**config.mk**
```make
export PLATFORM = sky130hd
export DESIGN_NAME = cmd_uart_wrapper_flat
export DESIGN_NICKNAME = d
export VERILOG_FILES = /design/src/rtl/cmd_uart_wrapper_if.sv /design/src/rtl/cmd_uart_wrapper.sv /design/src/flat_wrapper.sv
export SDC_FILE = /design/constraint.sdc
export NUM_CORES = 1
export LEC_CHECK = 0
export ABC_CLOCK_PERIOD_IN_PS = 4700
export BUFFER_PORTS_ARGS = -buffer_cell sky130_fd_sc_hd__buf_4
export CAP_MARGIN = 20
export CELL_PAD_IN_SITES_DETAIL_PLACEMENT = 0
export CELL_PAD_IN_SITES_GLOBAL_PLACEMENT = 1
export CORE_MARGIN = 4
export CORE_UTILIZATION = 30
export CTS_CLUSTER_SIZE = 30
export DETAILED_ROUTE_END_ITERATION = 10
export GPL_ROUTABILITY_DRIVEN = 0
export PLACE_DENSITY_LB_ADDON = 0.05
export SYNTH_ARGS = -nofsm -noshare
export SYNTH_HDL_FRONTEND = slang
export SYNTH_SLANG_ARGS = --single-unit
```
**constraint.sdc**
```tcl
create_clock -name clk -period 4.7 [get_ports clk]
set_clock_uncertainty 0.15 [all_clocks]
set_input_delay 0.705 -clock clk [delete_from_list [all_inputs] [get_ports clk]]
set_output_delay 0.705 -clock clk [all_outputs]
set_load 0.01 [all_outputs]
```
**src/rtl/cmd_uart_wrapper_if.sv**
```systemverilog
// Command/response handshake between the UART command link and the command processor.
// The slave modport is the link side; the master modport is the command processor side.
interface cmd_uart_wrapper_if;
    logic [15:0] cmd;
    logic        cmd_rdy;
    logic        clr_cmd_rdy;
    logic [7:0]  resp;
    logic        trmt;
    logic        tx_done;

    modport master (
        input  cmd, cmd_rdy, tx_done,
        output clr_cmd_rdy, resp, trmt
    );

    modport slave (
        output cmd, cmd_rdy, tx_done,
        input  clr_cmd_rdy, resp, trmt
    );
endinterface

```
**src/rtl/cmd_uart_wrapper.sv**
```systemverilog
// Responder end of the command link: assembles 16-bit commands from two 8N1 bytes (high first)
// and sends single-byte responses; RX and TX engines run independently.
module cmd_uart_wrapper #(
    parameter int unsigned BAUD_DIV = 2604,
    parameter int unsigned BYTE_TMO = 2000000
) (
    input  logic              clk,
    input  logic              rst_n,
    input  logic              RX,
    output logic              TX,
    cmd_uart_wrapper_if.slave bus
);
    localparam int unsigned   CW      = $clog2(BAUD_DIV);
    localparam int unsigned   TW      = $clog2(BYTE_TMO + 1);
    localparam logic [CW-1:0] BitEnd  = CW'(BAUD_DIV - 1);
    localparam logic [CW-1:0] HalfEnd = CW'(BAUD_DIV / 2 - 1);
    localparam logic [TW-1:0] TmoEnd  = TW'(BYTE_TMO - 1);

    typedef enum logic [1:0] {RxIdle, RxStart, RxData, RxStop} rx_state_e;
    typedef enum logic [1:0] {TxIdle, TxStart, TxData, TxStop} tx_state_e;
    typedef enum logic       {WaitHi, WaitLo} asm_state_e;

    rx_state_e     rx_state_q;
    logic          rx_meta_q, rx_sync_q, rx_prev_q;
    logic [CW-1:0] rx_cnt_q;
    logic [2:0]    rx_bit_q;
    logic [7:0]    rx_shift_q;
    logic          rx_byte_rdy_q;

    asm_state_e    asm_state_q;
    logic [7:0]    cmd_hi_q;
    logic [TW-1:0] tmo_cnt_q;

    tx_state_e     tx_state_q;
    logic [CW-1:0] tx_cnt_q;
    logic [2:0]    tx_bit_q;
    logic [7:0]    tx_shift_q;

    // Synchroniser and edge-detect flops reset high so reset release never looks like a start bit.
    always_ff @(posedge clk or negedge rst_n) begin
        if (!rst_n) begin
            rx_meta_q     <= 1'b1;
            rx_sync_q     <= 1'b1;
            rx_prev_q     <= 1'b1;
            rx_state_q    <= RxIdle;
            rx_cnt_q      <= '0;
            rx_bit_q      <= '0;
            rx_shift_q    <= '0;
            rx_byte_rdy_q <= 1'b0;
        end else begin
            rx_meta_q     <= RX;
            rx_sync_q     <= rx_meta_q;
            rx_prev_q     <= rx_sync_q;
            rx_byte_rdy_q <= 1'b0;
            case (rx_state_q)
                RxIdle: begin
                    if (rx_prev_q && !rx_sync_q) begin
                        rx_state_q <= RxStart;
                        rx_cnt_q   <= '0;
                    end
                end
                RxStart: begin
                    if (rx_cnt_q == HalfEnd) begin
                        rx_cnt_q   <= '0;
                        rx_bit_q   <= '0;
                        rx_state_q <= rx_sync_q ? RxIdle : RxData;
                    end else begin
                        rx_cnt_q <= rx_cnt_q + 1'b1;
                    end
                end
                RxData: begin
                    if (rx_cnt_q == BitEnd) begin
                        rx_cnt_q   <= '0;
                        rx_shift_q <= {rx_sync_q, rx_shift_q[7:1]};
                        rx_bit_q   <= rx_bit_q + 1'b1;
                        if (rx_bit_q == 3'd7) rx_state_q <= RxStop;
                    end else begin
                        rx_cnt_q <= rx_cnt_q + 1'b1;
                    end
                end
                RxStop: begin
                    if (rx_cnt_q == BitEnd) begin
                        rx_cnt_q      <= '0;
                        rx_state_q    <= RxIdle;
                        rx_byte_rdy_q <= rx_sync_q;
                    end else begin
                        rx_cnt_q <= rx_cnt_q + 1'b1;
                    end
                end
                default: rx_state_q <= RxIdle;
            endcase
        end
    end

    // A completing low byte sets cmd_rdy even if clr_cmd_rdy arrives in the same cycle.
    always_ff @(posedge clk or negedge rst_n) begin
        if (!rst_n) begin
            asm_state_q <= WaitHi;
            cmd_hi_q    <= '0;
            tmo_cnt_q   <= '0;
            bus.cmd     <= '0;
            bus.cmd_rdy <= 1'b0;
        end else begin
            if (bus.clr_cmd_rdy) bus.cmd_rdy <= 1'b0;
            case (asm_state_q)
                WaitHi: begin
                    if (rx_byte_rdy_q) begin
                        cmd_hi_q    <= rx_shift_q;
                        tmo_cnt_q   <= '0;
                        bus.cmd_rdy <= 1'b0;
                        asm_state_q <= WaitLo;
                    end
                end
                WaitLo: begin
                    if (rx_byte_rdy_q) begin
                        bus.cmd     <= {cmd_hi_q, rx_shift_q};
                        bus.cmd_rdy <= 1'b1;
                        asm_state_q <= WaitHi;
                    end else if (tmo_cnt_q == TmoEnd) begin
                        asm_state_q <= WaitHi;
                    end else begin
                        tmo_cnt_q <= tmo_cnt_q + 1'b1;
                    end
                end
                default: asm_state_q <= WaitHi;
            endcase
        end
    end

    always_ff @(posedge clk or negedge rst_n) begin
        if (!rst_n) begin
            tx_state_q  <= TxIdle;
            tx_cnt_q    <= '0;
            tx_bit_q    <= '0;
            tx_shift_q  <= '0;
            TX          <= 1'b1;
            bus.tx_done <= 1'b0;
        end else begin
            case (tx_state_q)
                TxIdle: begin
                    if (bus.trmt) begin
                        tx_shift_q  <= bus.resp;
                        bus.tx_done <= 1'b0;
                        TX          <= 1'b0;
                        tx_cnt_q    <= '0;
                        tx_state_q  <= TxStart;
                    end
                end
                TxStart: begin
                    if (tx_cnt_q == BitEnd) begin
                        tx_cnt_q   <= '0;
                        tx_bit_q   <= '0;
                        TX         <= tx_shift_q[0];
                        tx_shift_q <= {1'b0, tx_shift_q[7:1]};
                        tx_state_q <= TxData;
                    end else begin
                        tx_cnt_q <= tx_cnt_q + 1'b1;
                    end
                end
                TxData: begin
                    if (tx_cnt_q == BitEnd) begin
                        tx_cnt_q <= '0;
                        if (tx_bit_q == 3'd7) begin
                            TX         <= 1'b1;
                            tx_state_q <= TxStop;
                        end else begin
                            TX         <= tx_shift_q[0];
                            tx_shift_q <= {1'b0, tx_shift_q[7:1]};
                            tx_bit_q   <= tx_bit_q + 1'b1;
                        end
                    end else begin
                        tx_cnt_q <= tx_cnt_q + 1'b1;
                    end
                end
                TxStop: begin
                    if (tx_cnt_q == BitEnd) begin
                        tx_cnt_q    <= '0;
                        bus.tx_done <= 1'b1;
                        tx_state_q  <= TxIdle;
                    end else begin
                        tx_cnt_q <= tx_cnt_q + 1'b1;
                    end
                end
                default: tx_state_q <= TxIdle;
            endcase
        end
    end
endmodule

```
**src/flat_wrapper.sv**
```systemverilog
// flat-port wrapper written by rule: the top's interface ports become plain ports
module cmd_uart_wrapper_flat 
#(
    parameter int unsigned BAUD_DIV = 2604,
    parameter int unsigned BYTE_TMO = 2000000
)
  (clk, rst_n, RX, TX, bus_cmd, bus_cmd_rdy, bus_tx_done, bus_clr_cmd_rdy, bus_resp, bus_trmt);
  cmd_uart_wrapper_if bus_i ();
  input  logic clk;
  input  logic rst_n;
  input  logic RX;
  output logic TX;
  output wire logic [$bits(bus_i.cmd)-1:0] bus_cmd;
  output wire logic [$bits(bus_i.cmd_rdy)-1:0] bus_cmd_rdy;
  output wire logic [$bits(bus_i.tx_done)-1:0] bus_tx_done;
  input wire logic [$bits(bus_i.clr_cmd_rdy)-1:0] bus_clr_cmd_rdy;
  input wire logic [$bits(bus_i.resp)-1:0] bus_resp;
  input wire logic [$bits(bus_i.trmt)-1:0] bus_trmt;
  assign bus_cmd = bus_i.cmd;
  assign bus_cmd_rdy = bus_i.cmd_rdy;
  assign bus_tx_done = bus_i.tx_done;
  assign bus_i.clr_cmd_rdy = bus_clr_cmd_rdy;
  assign bus_i.resp = bus_resp;
  assign bus_i.trmt = bus_trmt;
  cmd_uart_wrapper #(.BAUD_DIV(BAUD_DIV), .BYTE_TMO(BYTE_TMO)) u_core (.clk(clk), .rst_n(rst_n), .RX(RX), .TX(TX), .bus(bus_i));
endmodule
```
After elaboration in Yosys (flattened, before gate mapping)
Cells that the tools add are included.
W data, S select, Z words.
Word-level totals
  bits in registers: 103
  output and inout port bits: 19
Cells by class
  add/subtract/negate cells: 5
  eq/ne operators: 26
  muxes and demuxes: 53
  bitwise logic cells: 1
  reductions and logical operators: 21
Operators with widths (number)
  $mux W21: 3
  $mux W12: 5
  $pmux W21 S2: 1
  $pmux W12 S3: 1
  $mux W8: 4
  $add A12 B1 Y12 const B: 2
  $eq A12 B12 Y1 const B: 2
  $pmux W12 S2: 1
  $pmux W8 S3: 1
  $mux W2: 11
  $add A21 B1 Y21 const B: 1
  $eq A21 B21 Y1 const B: 1
  $ne A2 B1 Y1 const B: 10
  $pmux W2 S4: 2
  $mux W3: 5
  $reduce_and A5 Y1: 3
  $mux W1: 13
  $eq A12 B11 Y1 const B: 1
  $pmux W3 S2: 2
  $reduce_and A3 Y1: 3
  $eq A2 B2 Y1 const B: 4
  $ne A2 B2 Y1 const B: 4
  $reduce_and A4 Y1: 2
  $add A3 B1 Y3 const B: 2
  other kinds (13): 22

Depth between registers and ports, before layout
  depth in word-level cells: 4
  depth in mapped cells: 10

Least setup slack after synthesis
OpenSTA, ideal clock, no wires.
  path type: register to register
  from: reg u_core.tx_bit_q[0]
  to: reg u_core.tx_shift_q[0]
  arrival time: 2.436 ns
  data required time: 4.425 ns
  slack: 1.989 ns
  stages on the path, launching flop included: 8
  buffers on the path: 0
  cell sequence: dfrtp_1 > ha_1 > ha_1 > or4b_1 > or3_4 > o2bb2ai_2 > nor3_4 > mux2_4
Between the ends
  word-level cells in the longest chain between the ends: 3
Ends and longest elaborated chain
  from (decl): line cmd_uart_wrapper.sv:36  | logic [2:0] tx_bit_q;
  from (signal assigned): line cmd_uart_wrapper.sv:169  | tx_bit_q <= tx_bit_q + 1'b1;
  $eq A3 B3 Y1: line cmd_uart_wrapper.sv:163  | if (tx_bit_q == 3'd7) begin
  $ne A2 B2 Y1 (no source line)
  $reduce_and A5 Y1 (no source line)
  to (signal assigned): line cmd_uart_wrapper.sv:142  | tx_shift_q <= bus.resp;
  to (signal assigned): line cmd_uart_wrapper.sv:154  | tx_shift_q <= {1'b0, tx_shift_q[7:1]};
  to (signal assigned): line cmd_uart_wrapper.sv:168  | tx_shift_q <= {1'b0, tx_shift_q[7:1]};
  to (decl): line cmd_uart_wrapper.sv:37  | logic [7:0] tx_shift_q;
Every way passes these cells.
A chain may end at the register's enable or synchronous reset.

Final worst setup path
  from: reg u_core.tx_bit_q[0]
  to: reg u_core.tx_shift_q[1]
Same word-level chain as after synthesis.

==> metrics.json <==
{
  "syn-cell-area": {"value": 0.00529, "unit": "mm²"},
  "finalHoldWorstSlack": {"value": 117, "unit": "ps"},
  "grt_pass1_wl": {"value": 20.3, "unit": "mm"},
  "path_clk_slew": {"value": 80, "unit": "ps"},
  "critPathSlowestCell": {"value": "sky130_fd_sc_hd__or4b_1"},
  "placed_cells": {"value": 742},
  "worst_hold_path_type": {"value": "in -> async"},
  "number_of_antenna_violations_at_the_first_check_in_global_routing": {"value": 0},
  "largest_delay_share_family_worst_path": {"value": "simple AND/OR/NAND/NOR gates"},
  "wl_met3": {"value": 357, "unit": "µm"},
  "endpoint_kind_of_the_worst_setup_timing_path": {"value": "register"},
  "synth.top_cells.by_area": {"value": "sky130_fd_sc_hd__dfrtp_1 47%, sky130_fd_sc_hd__mux2_2 8.5%, sky130_fd_sc_hd__nand2_1 4.6%"},
  "cts.htree.levels": {"value": 3},
  "syn_avg_cell_area": {"value": 10.5, "unit": "µm²"},
  "layout.cells.non_filler": {"value": 758},
  "post_synth_xor_area_fraction": {"value": 0.827, "unit": "%"},
  "synth_compound_gate_area_share": {"value": 11.5, "unit": "%"},
  "post_synth_mux_area_share": {"value": 12.5, "unit": "%"},
  "detailedPlacementHpwl": {"value": 7.95, "unit": "mm"},
  "cts_tree": {"value": "done"},
  "path_cells": {"value": "ha_1 -> ha_1 -> or4b_1 -> or3_4 -> o2bb2ai_2 -> nor3_4 -> mux2_4"},
  "switching_power": {"value": 0.896, "unit": "mW"},
  "remaining_drc_errors": {"value": 0},
  "synth_cells": {"value": 502},
  "global_route_total_usage_across_every_layer": {"value": 12.4, "unit": "%"},
  "post_cts_buffers": {"value": 0},
  "ir_worst_vdd": {"value": 173, "unit": "µV"},
  "synthSimpleGateAreaFrac": {"value": 19.3, "unit": "%"},
  "synth_enable_flop_cells": {"value": 0},
  "cts.sinks": {"value": 103},
  "layout-drive-gt1-share": {"value": 21.6, "unit": "%"},
  "grt-ovfl-total": {"value": 0},
  "required": {"value": 4790, "unit": "ps"},
  "chipHeight": {"value": 141, "unit": "µm"},
  "critical_path.max_fanout": {"value": 8},
  "cts_max_path_buffers": {"value": 2},
  "swShare": {"value": 33.9, "unit": "%"},
  "period_needed": {"value": 2870, "unit": "ps"},
  "cts_root_buf": {"value": "sky130_fd_sc_hd__clkbuf_16"},
  "timing_max_transition_violations_final": {"value": 0},
  "hold_violations": {"value": 0},
  "postSynthRegisterBits": {"value": 103},
  "intPower": {"value": 1.74, "unit": "mW"},
  "cts_hold_buf": {"value": 0},
  "report.final.setup_viol": {"value": 0},
  "finalPower": {"value": 2.64, "unit": "mW"},
  "slew_of_the_pin_with_the_lowest_slew_margin": {"value": 984, "unit": "ps"},
  "post_cts.resized_instances": {"value": 0},
  "result_of_the_run": {"value": "completed"},
  "routed.top_layer": {"value": "met4"},
  "share_of_power_burned_in_the_clock_network": {"value": 29.0, "unit": "%"},
  "synthDominantAreaCellType": {"value": "sky130_fd_sc_hd__dfrtp_1"},
  "synth_top_area_share": {"value": 46.8, "unit": "%"},
  "number_of_buffers_added_by_the_clock_tree_synthesis_step": {"value": 9},
  "cp_data_arrival_time": {"value": 2960, "unit": "ps"},
  "wl_met2": {"value": 5.32, "unit": "mm"},
  "syn2layout_area_growth": {"value": 15.0, "unit": "%"},
  "synth_cell_type_count": {"value": 57},
  "static_leakage_power": {"value": 2.76, "unit": "nW"},
  "vias_in_the_first_global_route": {"value": 3910},
  "floorplan.io_pins": {"value": 32},
  "post-route-period-util": {"value": 61.1, "unit": "%"},
  "grt_max_degree": {"value": 46},
  "worst_path_most_repeated_cell": {"value": "sky130_fd_sc_hd__ha_1"},
  "final_critical_path_setup_slack": {"value": 1830, "unit": "ps"},
  "m1WireLength": {"value": 5.70, "unit": "mm"},
  "start_util": {"value": 30.6, "unit": "%"},
  "max_freq": {"value": 348, "unit": "MHz"},
  "worst_slew_margin_rel": {"value": 34.0, "unit": "%"},
  "rsz0062_at_grt": {"value": "no"},
  "rows": {"value": 48},
  "port_buffers": {"value": 31},
  "setup_tns": {"value": 0, "unit": "ps"},
  "clock_insertion_delay_worst_skew": {"value": 350, "unit": "ps"},
  "cp_slowest_stage_delay": {"value": 470, "unit": "ps"},
  "postSynthNetCount": {"value": 534},
  "power_density": {"value": 434, "unit": "mW/mm²"},
  "worst-path-buf-inv": {"value": 0},
  "design.final.nets": {"value": 560},
  "route.detailed.wl_per_inst": {"value": 15.2, "unit": "µm"},
  "synth-async-reset-ratio": {"value": 100, "unit": "%"},
  "synth-adder-area-share": {"value": 4.49, "unit": "%"},
  "floorplan.die.width": {"value": 141, "unit": "µm"},
  "synth.yosys.warnings": {"value": 0},
  "main_combinational_cell_family_by_area_after_synthesis": {"value": "simple AND/OR/NAND/NOR gates"},
  "detail_route.iter0.violations": {"value": 159},
  "nature_of_the_critical_path_startpoint": {"value": "register"},
  "antenna_nets_post_route": {"value": 0},
  "seq_area_frac_synth": {"value": 48.8, "unit": "%"},
  "floorplan.core_area": {"value": 0.0173, "unit": "mm²"},
  "dominantRegCellSynth": {"value": "sky130_fd_sc_hd__dfrtp_1"},
  "dr_total_vias": {"value": 3775},
  "timing.max_cap.violations": {"value": 0},
  "first_pass_iteration_count_of_the_detailed_router": {"value": 4},
  "insertedDiodeCount": {"value": 0},
  "detail_route.vias_per_cell": {"value": 4.98},
  "fp.dieArea": {"value": 0.0198, "unit": "mm²"},
  "sequentialPowerShare": {"value": 40.4, "unit": "%"},
  "postRouteWirelength": {"value": 11.5, "unit": "mm"},
  "dp_slack": {"value": 1810, "unit": "ps"},
  "timing.setup.critical_path_class": {"value": "reg -> reg"},
  "combPwrFrac": {"value": 30.6, "unit": "%"}
}
## flip-flops by register name, summed over array words and instances (netlist names), 8 cells and up, named ones only
signal and count:
u_core.rx_shift_q 8, u_core.bus.cmd 16, u_core.cmd_hi_q 8, u_core.tx_cnt_q 12, u_core.tx_shift_q 8, u_core.rx_cnt_q 12, u_core.tmo_cnt_q 21
## cells in the final DEF, fill, tap and decap left out, types with 10 or more instances in the layout
cell and n:
sky130_fd_sc_hd__dfrtp_1 99, sky130_fd_sc_hd__nand3_1 29, sky130_fd_sc_hd__inv_1 15, sky130_fd_sc_hd__nand4_1 13, sky130_fd_sc_hd__mux2_2 40, sky130_fd_sc_hd__o21ai_0 35
sky130_fd_sc_hd__a21oi_1 11, sky130_fd_sc_hd__nor2_1 25, sky130_fd_sc_hd__and3_1 10, sky130_fd_sc_hd__nand2_1 65, sky130_fd_sc_hd__ha_1 19, sky130_fd_sc_hd__or4_1 10
sky130_fd_sc_hd__buf_4 35
## Yosys cell counts, types with 3 or more instances
library cell	number
sky130_fd_sc_hd__xnor2_1	3
sky130_fd_sc_hd__inv_1	15
sky130_fd_sc_hd__nor2_1	25
sky130_fd_sc_hd__o21ai_0	35
sky130_fd_sc_hd__nand3_1	29
sky130_fd_sc_hd__o221ai_1	4
sky130_fd_sc_hd__clkbuf_1	16
sky130_fd_sc_hd__nor2b_1	5
sky130_fd_sc_hd__a31oi_1	9
sky130_fd_sc_hd__nand2_1	65
sky130_fd_sc_hd__ha_1	19
sky130_fd_sc_hd__dfrtp_1	99
sky130_fd_sc_hd__o41ai_1	4
sky130_fd_sc_hd__a22o_1	8
sky130_fd_sc_hd__dfstp_2	4
sky130_fd_sc_hd__a21oi_1	11
sky130_fd_sc_hd__nor3_1	6
sky130_fd_sc_hd__o31ai_1	3
sky130_fd_sc_hd__nand4_1	13
sky130_fd_sc_hd__or4_1	10
sky130_fd_sc_hd__mux2i_1	9
sky130_fd_sc_hd__mux2_2	40
sky130_fd_sc_hd__nor4_1	3
sky130_fd_sc_hd__nand4bb_1	3
sky130_fd_sc_hd__mux2_4	8
sky130_fd_sc_hd__and3_1	10
sky130_fd_sc_hd__buf_2	4
sky130_fd_sc_hd__nand2b_1	4
## cell families (layout without fill, tap and decap cells)
logic type                 Yosys count  after routing
AOI/OAI and AO/OA                   90             90
xor gates and xnor gates             5              5
adders and majority gates           19             19
buffers and inverters               36             67
DFF                                103            103
muxes                               57             57
and+or+nand+nor                    192            192
## final cells by class
| type | instances | area [µm²] |
|---|---|---|
| Fill cell | 1752 | 11200 |
| Multi-Input combinational cell | 363 | 2580 |
| Sequential cell | 103 | 2580 |
| Tap cell | 225 | 282 |
| Timing Repair Buffer | 36 | 274 |
| Clock buffer | 9 | 225 |
| Clock inverter | 7 | 82.6 |
| Inverter | 15 | 56.3 |
## worst paths after layout
path | startpoint | endpoint | slack [ps] | cells after the start
max in group asynchronous | rst_n | u_core.rx_meta_q | 3370 | 2
worst min-delay path | rst_n | u_core.tx_cnt_q[4] | 120 | 1
worst max-delay path | u_core.tx_bit_q[0] | u_core.tx_shift_q[1] | 1830 | 7
min in group clk | u_core.rx_meta_q | u_core.rx_sync_q | 210 | 0
worst max register to register | u_core.tx_bit_q[0] | u_core.tx_shift_q[1] | 1830 | 7
worst min register to register | u_core.rx_meta_q | u_core.rx_sync_q | 210 | 0
## layer usage
| metal | GRT usage, % | vias to the layer above |
|---|---|---|
| li1 | - | 1894 |
| met1 | 17.3 | 1826 |
| met2 | 19.8 | 44 |
| met3 | 2.10 | 11 |
| met4 | 3.98 | 0 |
| met5 | 0 | - |
## metrics by stage
stage	area (µm²)	utilization, %
5_1_grt	6090	35.2
6_report	6090	35.2
2_1_floorplan	5290	-
4_1_cts	6090	35.2
3_5_place_dp	5780	33.4
3_3_place_gp	5770	33.3
## power by group through the flow
stage / clock (mW) / sequential [mW] / combinational (mW)
final: 0.767 / 1.07 / 0.808
after global placement: 0 / 1.09 / 0.809
after floorplan: 0 / 1.05 / 0.657
after global routing: 0.833 / 1.08 / 0.916
after CTS: 0.803 / 1.07 / 0.826
after detailed placement: 0 / 1.09 / 0.821
(Power assumes the default switching activity.)
